<file path="config.mk">
export PLATFORM = sky130hd
export DESIGN_NAME = hazard_ctrl
export DESIGN_NICKNAME = d
export VERILOG_FILES = /design/src/rtl/hazard_ctrl.sv
export SDC_FILE = /design/constraint.sdc
export NUM_CORES = 1
export LEC_CHECK = 0
export CAP_MARGIN = 20
export CORE_MARGIN = 4
export CORE_UTILIZATION = 28
export CTS_BUF_LIST = sky130_fd_sc_hd__clkbuf_4 sky130_fd_sc_hd__clkbuf_8 sky130_fd_sc_hd__clkbuf_16
export CTS_CLUSTER_DIAMETER = 30
export CTS_CLUSTER_SIZE = 16
export DETAILED_ROUTE_END_ITERATION = 6
export PLACE_DENSITY = 0.82
export SYNTH_ARGS = -nofsm -noshare
export SYNTH_HDL_FRONTEND = slang
export SYNTH_SLANG_ARGS = --single-unit
</file>
<file path="constraint.sdc">
create_clock -name clk -period 2.15 [get_ports clk]
set_clock_uncertainty 0.15 [all_clocks]
set_input_delay 0.43 -clock clk [delete_from_list [all_inputs] [get_ports clk]]
set_output_delay 0.43 -clock clk [all_outputs]
set_load 0.02 [all_outputs]
</file>
<file path="src/rtl/hazard_ctrl.sv">
// ----------------------------------------------------------------------------
// hazard_ctrl
// Pipeline hazard controller for a five-stage in-order core. It decides, every
// cycle, which stage registers advance, which get a bubble, and whether the
// next PC comes from the EX redirect target. Covered cases are data-memory
// wait (full freeze), EX redirect, load-use and instruction-fetch wait.
//
// Ports
//   clk, rst_n                 clock (rising edge), async active-low reset
//   id_rs1/id_rs2, id_uses_*   source registers of the ID instruction
//   ex_rd, ex_is_load          destination / load flag of the EX instruction
//   ex_redirect                taken branch / JAL / JALR resolved in EX
//   dmem_req, dmem_ready       data-memory handshake
//   imem_ready                 fetch data valid this cycle
//   pc_we, if_id_we,
//   id_ex_we, ex_mem_we        stage-register write enables
//   pc_sel                     1 = next PC is the EX redirect target
//   if_id_flush, id_ex_flush   load a bubble into the stage register
//   ctrl_state                 BOOT=00, RUN=01, DWAIT=10
//   stall_cycles,
//   redirect_count             performance counters
//
// Build option
//   HAZARD_PERF_EN  when defined, the two performance counters are built;
//                   otherwise both counter ports are tied to zero.
// ----------------------------------------------------------------------------
module hazard_ctrl (
   input  logic        clk,
   input  logic        rst_n,
   input  logic [4:0]  id_rs1,
   input  logic [4:0]  id_rs2,
   input  logic        id_uses_rs1,
   input  logic        id_uses_rs2,
   input  logic [4:0]  ex_rd,
   input  logic        ex_is_load,
   input  logic        ex_redirect,
   input  logic        dmem_req,
   input  logic        dmem_ready,
   input  logic        imem_ready,
   output logic        pc_we,
   output logic        if_id_we,
   output logic        id_ex_we,
   output logic        ex_mem_we,
   output logic        pc_sel,
   output logic        if_id_flush,
   output logic        id_ex_flush,
   output logic [1:0]  ctrl_state,
   output logic [31:0] stall_cycles,
   output logic [31:0] redirect_count
);

   typedef enum logic [1:0] {
      BOOT  = 2'b00,
      RUN   = 2'b01,
      DWAIT = 2'b10
   } state_t;

   state_t state_r;

   logic load_use_s;
   logic freeze_s;
   logic pc_we_s;
   logic if_id_we_s;
   logic id_ex_we_s;
   logic ex_mem_we_s;
   logic pc_sel_s;
   logic if_id_flush_s;
   logic id_ex_flush_s;

   // Load-use detection; x0 is hard-wired zero so it never creates a dependency.
   always_comb begin
      load_use_s = ex_is_load & (ex_rd != 5'd0) &
                   ((id_uses_rs1 & (id_rs1 == ex_rd)) |
                    (id_uses_rs2 & (id_rs2 == ex_rd)));
   end

   // Freeze condition: in RUN it is the un-acknowledged request itself, so the
   // entering cycle is already frozen; in DWAIT it holds until dmem_ready.
   always_comb begin
      case (state_r)
         RUN:     freeze_s = dmem_req & ~dmem_ready;
         DWAIT:   freeze_s = ~dmem_ready;
         default: freeze_s = 1'b0;
      endcase
   end

   // Control decode in priority order: freeze > redirect > load-use > fetch wait.
   // Outputs are combinational so a hazard acts in the same cycle it is seen.
   always_comb begin
      pc_we_s       = 1'b0;
      if_id_we_s    = 1'b0;
      id_ex_we_s    = 1'b0;
      ex_mem_we_s   = 1'b0;
      pc_sel_s      = 1'b0;
      if_id_flush_s = 1'b0;
      id_ex_flush_s = 1'b0;
      case (state_r)
         BOOT: begin
            if_id_flush_s = 1'b1;
            id_ex_flush_s = 1'b1;
         end
         RUN, DWAIT: begin
            if (freeze_s) begin
               pc_we_s = 1'b0;
            end else if (ex_redirect) begin
               pc_sel_s      = 1'b1;
               pc_we_s       = 1'b1;
               if_id_flush_s = 1'b1;
               id_ex_flush_s = 1'b1;
               ex_mem_we_s   = 1'b1;
            end else if (load_use_s) begin
               // Hold PC and IF/ID, bubble into EX: exactly one lost cycle.
               id_ex_flush_s = 1'b1;
               ex_mem_we_s   = 1'b1;
            end else if (!imem_ready) begin
               if_id_flush_s = 1'b1;
               id_ex_we_s    = 1'b1;
               ex_mem_we_s   = 1'b1;
            end else begin
               pc_we_s     = 1'b1;
               if_id_we_s  = 1'b1;
               id_ex_we_s  = 1'b1;
               ex_mem_we_s = 1'b1;
            end
         end
         default: begin
            if_id_flush_s = 1'b1;
            id_ex_flush_s = 1'b1;
         end
      endcase
   end

   // A flush wins over the write enable of the same stage register.
   assign pc_we       = pc_we_s;
   assign if_id_we    = if_id_we_s & ~if_id_flush_s;
   assign id_ex_we    = id_ex_we_s & ~id_ex_flush_s;
   assign ex_mem_we   = ex_mem_we_s;
   assign pc_sel      = pc_sel_s;
   assign if_id_flush = if_id_flush_s;
   assign id_ex_flush = id_ex_flush_s;
   assign ctrl_state  = state_r;

   // Controller FSM: one BOOT cycle, then RUN, with DWAIT for data-memory waits.
   always_ff @(posedge clk or negedge rst_n) begin
      if (!rst_n) begin
         state_r <= BOOT;
      end else begin
         case (state_r)
            BOOT:    state_r <= RUN;
            RUN:     state_r <= (dmem_req & ~dmem_ready) ? DWAIT : RUN;
            DWAIT:   state_r <= dmem_ready ? RUN : DWAIT;
            default: state_r <= BOOT;
         endcase
      end
   end

`ifdef HAZARD_PERF_EN
   logic [31:0] stall_cycles_r;
   logic [31:0] redirect_count_r;

   // Performance counters; pc_sel is high exactly when a redirect is applied.
   always_ff @(posedge clk or negedge rst_n) begin
      if (!rst_n) begin
         stall_cycles_r   <= 32'd0;
         redirect_count_r <= 32'd0;
      end else begin
         if ((state_r != BOOT) && !pc_we_s) begin
            stall_cycles_r <= stall_cycles_r + 32'd1;
         end else begin
            stall_cycles_r <= stall_cycles_r;
         end
         if (pc_sel_s) begin
            redirect_count_r <= redirect_count_r + 32'd1;
         end else begin
            redirect_count_r <= redirect_count_r;
         end
      end
   end

   assign stall_cycles   = stall_cycles_r;
   assign redirect_count = redirect_count_r;
`else
   assign stall_cycles   = 32'd0;
   assign redirect_count = 32'd0;
`endif

endmodule

</file>
==> impl_results.md, run 1 <==
* Largest cells by area after synthesis: buf_4 (56%), xnor2_1 (10%), dfrtp_1 (5.8%)
* Routed wire per std cell at 9.80 um
* Violated checks: negative setup slack
* Crit path max fanout at 3
* CP Data Required Time at 1570 ps
* Max reg flops at 2
* Vias at 674
* CP endpoint kind: primary output
* Ys async rst share at 1.00
* Fillers at 291
* Fin cells at 189
* Synth Area in Compound Gates at 0.102
* DR iter-0 viols at 0
* Post-Synthesis Cells at 114
* Unique masters post-synth at 23
* EDFF count, synth at 0
* Worst-case clock buffer depth at 2
* Multi-input gate area at ~610 um^2
* Routability cong. at 0.779
* Vias per cell at 3.57
* Area share of fa/ha/maj cells after synthesis at 0.0583
* Clock Sinks at 2
* Dpl cell area at 1050 um^2
* Final period utilization at 1.07
* # hold bufs at CTS at 0
* Setup tns final at -560 ps
* Clock root buffer master: clkbuf_4
* Drt drc at 0
* Syn. warnings at 0
* Rows at 19
* Slew Viols, Final at 0
* Antenna cells at 0
* Die width at 63.4 um
* H-tree Lvls at 1
* Initial cell density of the core at 0.301
* First-pass DRT Iterations at 1
* Area growth, synth to finish at 29.3%
* Critical Path AT at between 1500 and 2000 ps
* Vias in the first global route at 622
* Routed WL at 1.85 mm
* Top cells by count, synth: buf_4 (64), xnor2_1 (10), nor2_1 (5)
* Die Ht at 63.4 um
* CTS tree: built
* Die area at 4020 um^2
* Final WS setup at -144 ps
* CTS Buf Count at 3
* GRT Total Usage at 0.0841
* Crit Path Class: in -> out
* Final-report setup violation count at 6
* Worst-path clk slew at around 30 ps
* #FFs+latches synth at 2
* I/O pin cnt at 97
* Yosys top cell area share at 0.560
* Final hold vios at 0
* Post-Synth Simple-Gate Area at 0.0977
* Sequential-to-total area share from yosys stat at 0.0583
* CP Launch Type: input port
* Placed cells at 186
* VDD IR-drop max at 582 uV
* Overflow after GRT at 0
* Final hold slack at 228 ps
* Power per standard cell area at 749 nW/um^2
* Detail Route Antenna Nets at 0
* Synth area leader: buf_4
* First-pass GRT wire length at 2.75 mm
* Most frequent cell after synthesis: buf_4
* Post-synthesis area per instance at 7.53 um^2
* Final nets at 188
* Largest net degree at the start of global routing at 8
* Xor and xnor area share after synthesis at 0.102
* Main combinational cell family by area after synthesis: buffers and inverters
* Sequential Area at 51.3 um^2
* Hold Path Class: in -> async
* Post-Synthesis Cell Area at 858 um^2
* Leakage at approximately 0.0006 uW
* Worst skew pair latency at 210 ps
* RSZ-0062 raised after global routing: yes
* Worst r2r path cells at 6
* HPWL after DPL at 1.66 mm
* Post-layout min period at 2290 ps
* Max Clock Freq at 436 MHz
* Final instance area at 1110 um^2
* Final core occ at 0.389
* Max cap viols at 0
* Mux cell area share after synthesis at 0
* Layout cells sized above 1 at 0.247
* Initial antenna violation count at 0
* Port bufs at 32
* Run status: finished, violations left
* Top FF cell, synth: dfrtp_1
* Core area at around 2900 um^2
-- placed cells by master (no fill, tap or decap), drive strengths merged, types with 4 or more instances in the layout --
cell type | netlist | layout
conb | 1 | 64
buf | 64 | 20
dlygate4sd2 | 0 | 12
xnor2 | 10 | 10
clkdlybuf4s50 | 0 | 9
nor2 | 5 | 5
inv | 4 | 4
a21oi | 4 | 4
nand2 | 4 | 4
ha | 4 | 4
-- metrics by stage --
step | setup slack [ps] | power [uW]
after floorplan | -172 | 519
after global placement | -935 | 688
after detailed placement | -926 | 694
after CTS | -158 | 796
after global routing | -190 | 906
final | -144 | 831
-- what timing repair did --
action	4_1_cts	5_1_grt
pin swaps	15	5
setup buffers	0	0
endpoints found under the setup margin	7	7
gates resized for setup	74	11
-- layer usage --
| metal | track usage | vias to the layer above | wire, um |
|---|---|---|---|
| li1 | - | 328 | - |
| met1 | 0.0832 | 299 | 583 |
| met2 | 0.171 | 45 | 1060 |
| met3 | 0.0124 | 2 | 191 |
| met4 | 0.0323 | 0 | 14 |
| met5 | 0 | - | 0 |
-- power by group --
part	internal, uW	switching, uW	total (uW)	leakage (uW)
Sequential	54.2	21.9	76.2	0.0000238
Combinational	290	388	677	0.000547
Clock	61.2	16.6	77.8	0.0000138
Total	405	426	831	0.000585
-- critical path: stages --
cell	delay (ps)
buf_6	90
or4_4	540
o21a_4	220
buf_4	130
a31o_1	170
buf_6	130
-- worst paths after layout --
kind / slack (ps) / from / endpoint
worst max-delay path: -140 / ex_rd[4] / id_ex_flush
worst min-delay path: 230 / rst_n / ctrl_state[1]
worst max register to register: 750 / ctrl_state[1] / ctrl_state[1]
worst min register to register: 620 / ctrl_state[0] / ctrl_state[1]
max in group asynchronous: 1490 / rst_n / ctrl_state[0]
min in group clk: 560 / dmem_req / ctrl_state[0]
-- kinds of logic (layout without fill, tap and decap cells) --
group / count (synthesis) / count (layout)
buf+inv: 68 / 49
compound gates: 13 / 13
xor+xnor: 10 / 10
fa+ha+maj: 4 / 4
other cells: 1 / 64
flops: 2 / 2
simple gates: 16 / 16
-- final cells by class --
cell class | instances | area share
clock buffers | 3 | 0.0203
inverters | 4 | 0.0135
multi-input cells | 107 | 0.552
flip-flops and latches | 2 | 0.0462
well taps | 31 | 0.0349
repair buffers | 42 | 0.333
No activity file was read; power rests on OpenSTA's default activity.
==> run 2, diff against run 1 <==
==> constraint.sdc (replaced) <==
create_clock -name clk -period 2.3 [get_ports clk]
set_clock_uncertainty 0.15 [all_clocks]
set_input_delay 0.46 -clock clk [delete_from_list [all_inputs] [get_ports clk]]
set_output_delay 0.46 -clock clk [all_outputs]
set_load 0.02 [all_outputs]
==> impl_results.md, run 2 (synthesis gave the netlist of run 1 again) <==
* Run status: finished, violations left (unchanged)
* Violated checks: negative setup slack (unchanged)
* Crit path max fanout at 3 (unchanged)
* Post-layout min period at 2370 ps
* Overflow after GRT at 0 (unchanged)
* Worst-path clk slew at 30 ps (about the same)
* Vias in the first global route at 610 (was 622)
* Final nets at 189 (was 188)
* Fin cells at 190 (was 189)
* Area growth, synth to finish at 34.8% (was 29.3%)
* Vias at 690 (was 674)
* Max reg flops at 2 (unchanged)
* Setup tns final at -132 ps (was -560 ps)
* Die area at 4020 um^2 (unchanged)
* Psw at 418 uW (was 426 uW)
* I/O pin cnt at 97 (unchanged)
* Critical Path AT at 1760 ps (was 1710 ps)
* CP Data Required Time at 1690 ps (was 1570 ps)
* Final-report setup violation count at 4 (was 6)
* Power share of the combinational group at 0.812 (was 0.815)
* Power Internal at 394 uW (was 405 uW)
* Worst slack, placed at -843 ps (was -926 ps)
* Most frequent cells in the layout: conb_1 (64), buf_4 (12), xnor2_1 (10) (was conb_1 (64), buf_4 (13), dlygate4sd2_1 (12))
* Clock root buffer master: clkbuf_4 (unchanged)
* Routed WL at 2.01 mm (was 1.85 mm)
* RSZ-0062 raised after global routing: yes (unchanged)
* Overall Power at 812 uW (was 831 uW)
* Max cap viols at 0 (unchanged)
* Hold Path Class: in -> async (unchanged)
* Detail Route Antenna Nets at 0 (unchanged)
* Fillers at 287 (was 291)
* Layout cells sized above 1 at 0.252 (was 0.247)
* Largest net degree at the start of global routing at 8 (unchanged)
* R2R Path End: ctrl_state[1] (unchanged)
* Slew Viols, Final at 0 (unchanged)
* HPWL after DPL at 1.63 mm (was 1.66 mm)
* Crit Path Class: in -> out (unchanged)
* Final hold vios at 0 (unchanged)
* First-pass GRT wire length at 2.64 mm (was 2.75 mm)
* Die width at 63.4 um (unchanged)
* Max Clock Freq at between 400 and 500 MHz
* Clock Sinks at 2 (unchanged)
* Die Ht at 63.4 um (unchanged)
* Core area at 2850 um^2 (unchanged)
* CTS Buf Count at 3 (unchanged)
* Antenna cells at 0 (unchanged)
* Final WS setup at -69.4 ps (was -144 ps)
* Most common cell after layout, fill and taps aside: conb_1 (unchanged)
* Initial antenna violation count at 0 (unchanged)
* Placed cells at 186 (unchanged)
* H-tree Lvls at 1 (unchanged)
* Leakage at 0.000639 uW (was 0.000585 uW)
* Power per standard cell area at 702 nW/um^2 (was 749 nW/um^2)
* Worst skew pair latency at 230 ps (was 210 ps)
* First-pass DRT Iterations at 3 (was 1)
* Routed wire per std cell at 10.6 um (was 9.80 um)
* GRT Total Usage at 0.0837 (was 0.0841)
* Worst r2r path cells at 6 (unchanged)
* Vias per cell at 3.63 (was 3.57)
* RR Startpoint: ctrl_state[1] (unchanged)
* Reg2reg setup slack at 900 ps (was 750 ps)
* Final period utilization at 1.03
* Sw frac at 0.515 (was 0.513)
* Drt drc at 0 (unchanged)
* Initial cell density of the core at 0.301 (unchanged)
* CTS tree: built (unchanged)
* Rows at 19 (unchanged)
* Routability cong. at 0.781 (was 0.779)
* CP endpoint kind: primary output (unchanged)
* Port bufs at 32 (unchanged)
* VDD IR-drop max at 559 uV (was 582 uV)
* Final hold slack at 243 ps (was 228 ps)
* DR iter-0 viols at 9 (was 0)
* Clock network fraction of design power at 0.098 (was 0.094)
* Flop pwr share at 0.089 (was 0.092)
* Worst-case clock buffer depth at 2 (unchanged)
* CP Launch Type: input port (unchanged)
-- run 2: cell count changes in the layout (fill, tap and decap cells not counted), moves of 2 or more --
| cell | delta |
|---|---|
| dlygate4sd2_1 | -3 |
| buf_6 | +2 |
| clkdlybuf4s50_1 | -2 |
| dlymetal6s2s_1 | +5 |
-- run 2: layer usage --
layer / share of wire / wire length [um] / GRT usage / vias to the layer above
met4: 0.027 / 55 / 0.0701 / 0
li1: - / - / - / 328
met3: 0.098 / 197 / 0.0231 / 6
met1: 0.31 / 632 / 0.0768 / 307
met2: 0.56 / 1120 / 0.151 / 49
met5: 0 / 0 / 0 / -
-- run 2: worst max-delay path by stage --
stage	from	to	cells after the start
after floorplan	ex_rd[1]	id_ex_we	3
after global placement	ex_rd[1]	pc_we	6
after detailed placement	ex_rd[1]	pc_we	6
after CTS	ex_rd[1]	id_ex_flush	6
after global routing	ex_rd[4]	pc_we	6
final	ex_rd[4]	id_ex_flush	6
-- run 2: through the flow --
| step | utilization | instance area, um^2 |
|---|---|---|
| 3_3_place_gp | 0.368 | 1050 |
| 6_report | 0.406 | 1160 |
| 3_5_place_dp | 0.368 | 1050 |
| 4_1_cts | 0.366 | 1040 |
| 2_1_floorplan | - | 1090 |
| 5_1_grt | 0.406 | 1160 |
-- run 2: cell type report --
class	count	area, um^2	share of cell area
repair buffers	43	400	0.346
clock buffers	3	22.5	0.0195
well taps	31	38.8	0.0335
flip-flops and latches	2	51.3	0.0443
multi-input cells	107	629	0.544
inverters	4	15.0	0.0130
-- run 2: repair_timing --
item                                    CTS  global route
endpoints found under the hold margin     0             0
pin swaps                                10            10
endpoints found under the setup margin    7             7
setup buffers                             0             1
hold buffers                              0             0
resized for setup                        60            29
-- run 2: power groups by stage --
| stage | Sequential [uW] | Clock [uW] | Combinational [uW] |
|---|---|---|---|
| global route | 74.9 | 95.3 | 716 |
| CTS | 59.9 | 83.3 | 566 |
| detailed placement | 60.3 | 0 | 588 |
| floorplan | 78.0 | 0 | 407 |
| global placement | 59.3 | 0 | 584 |
| finish | 72.5 | 79.9 | 660 |
-- run 2: worst max-delay path: stages --
cell,delay [ps]
buf_6,90
or4_4,540
o21a_4,230
buf_6,110
a31o_1,200
buf_6,130
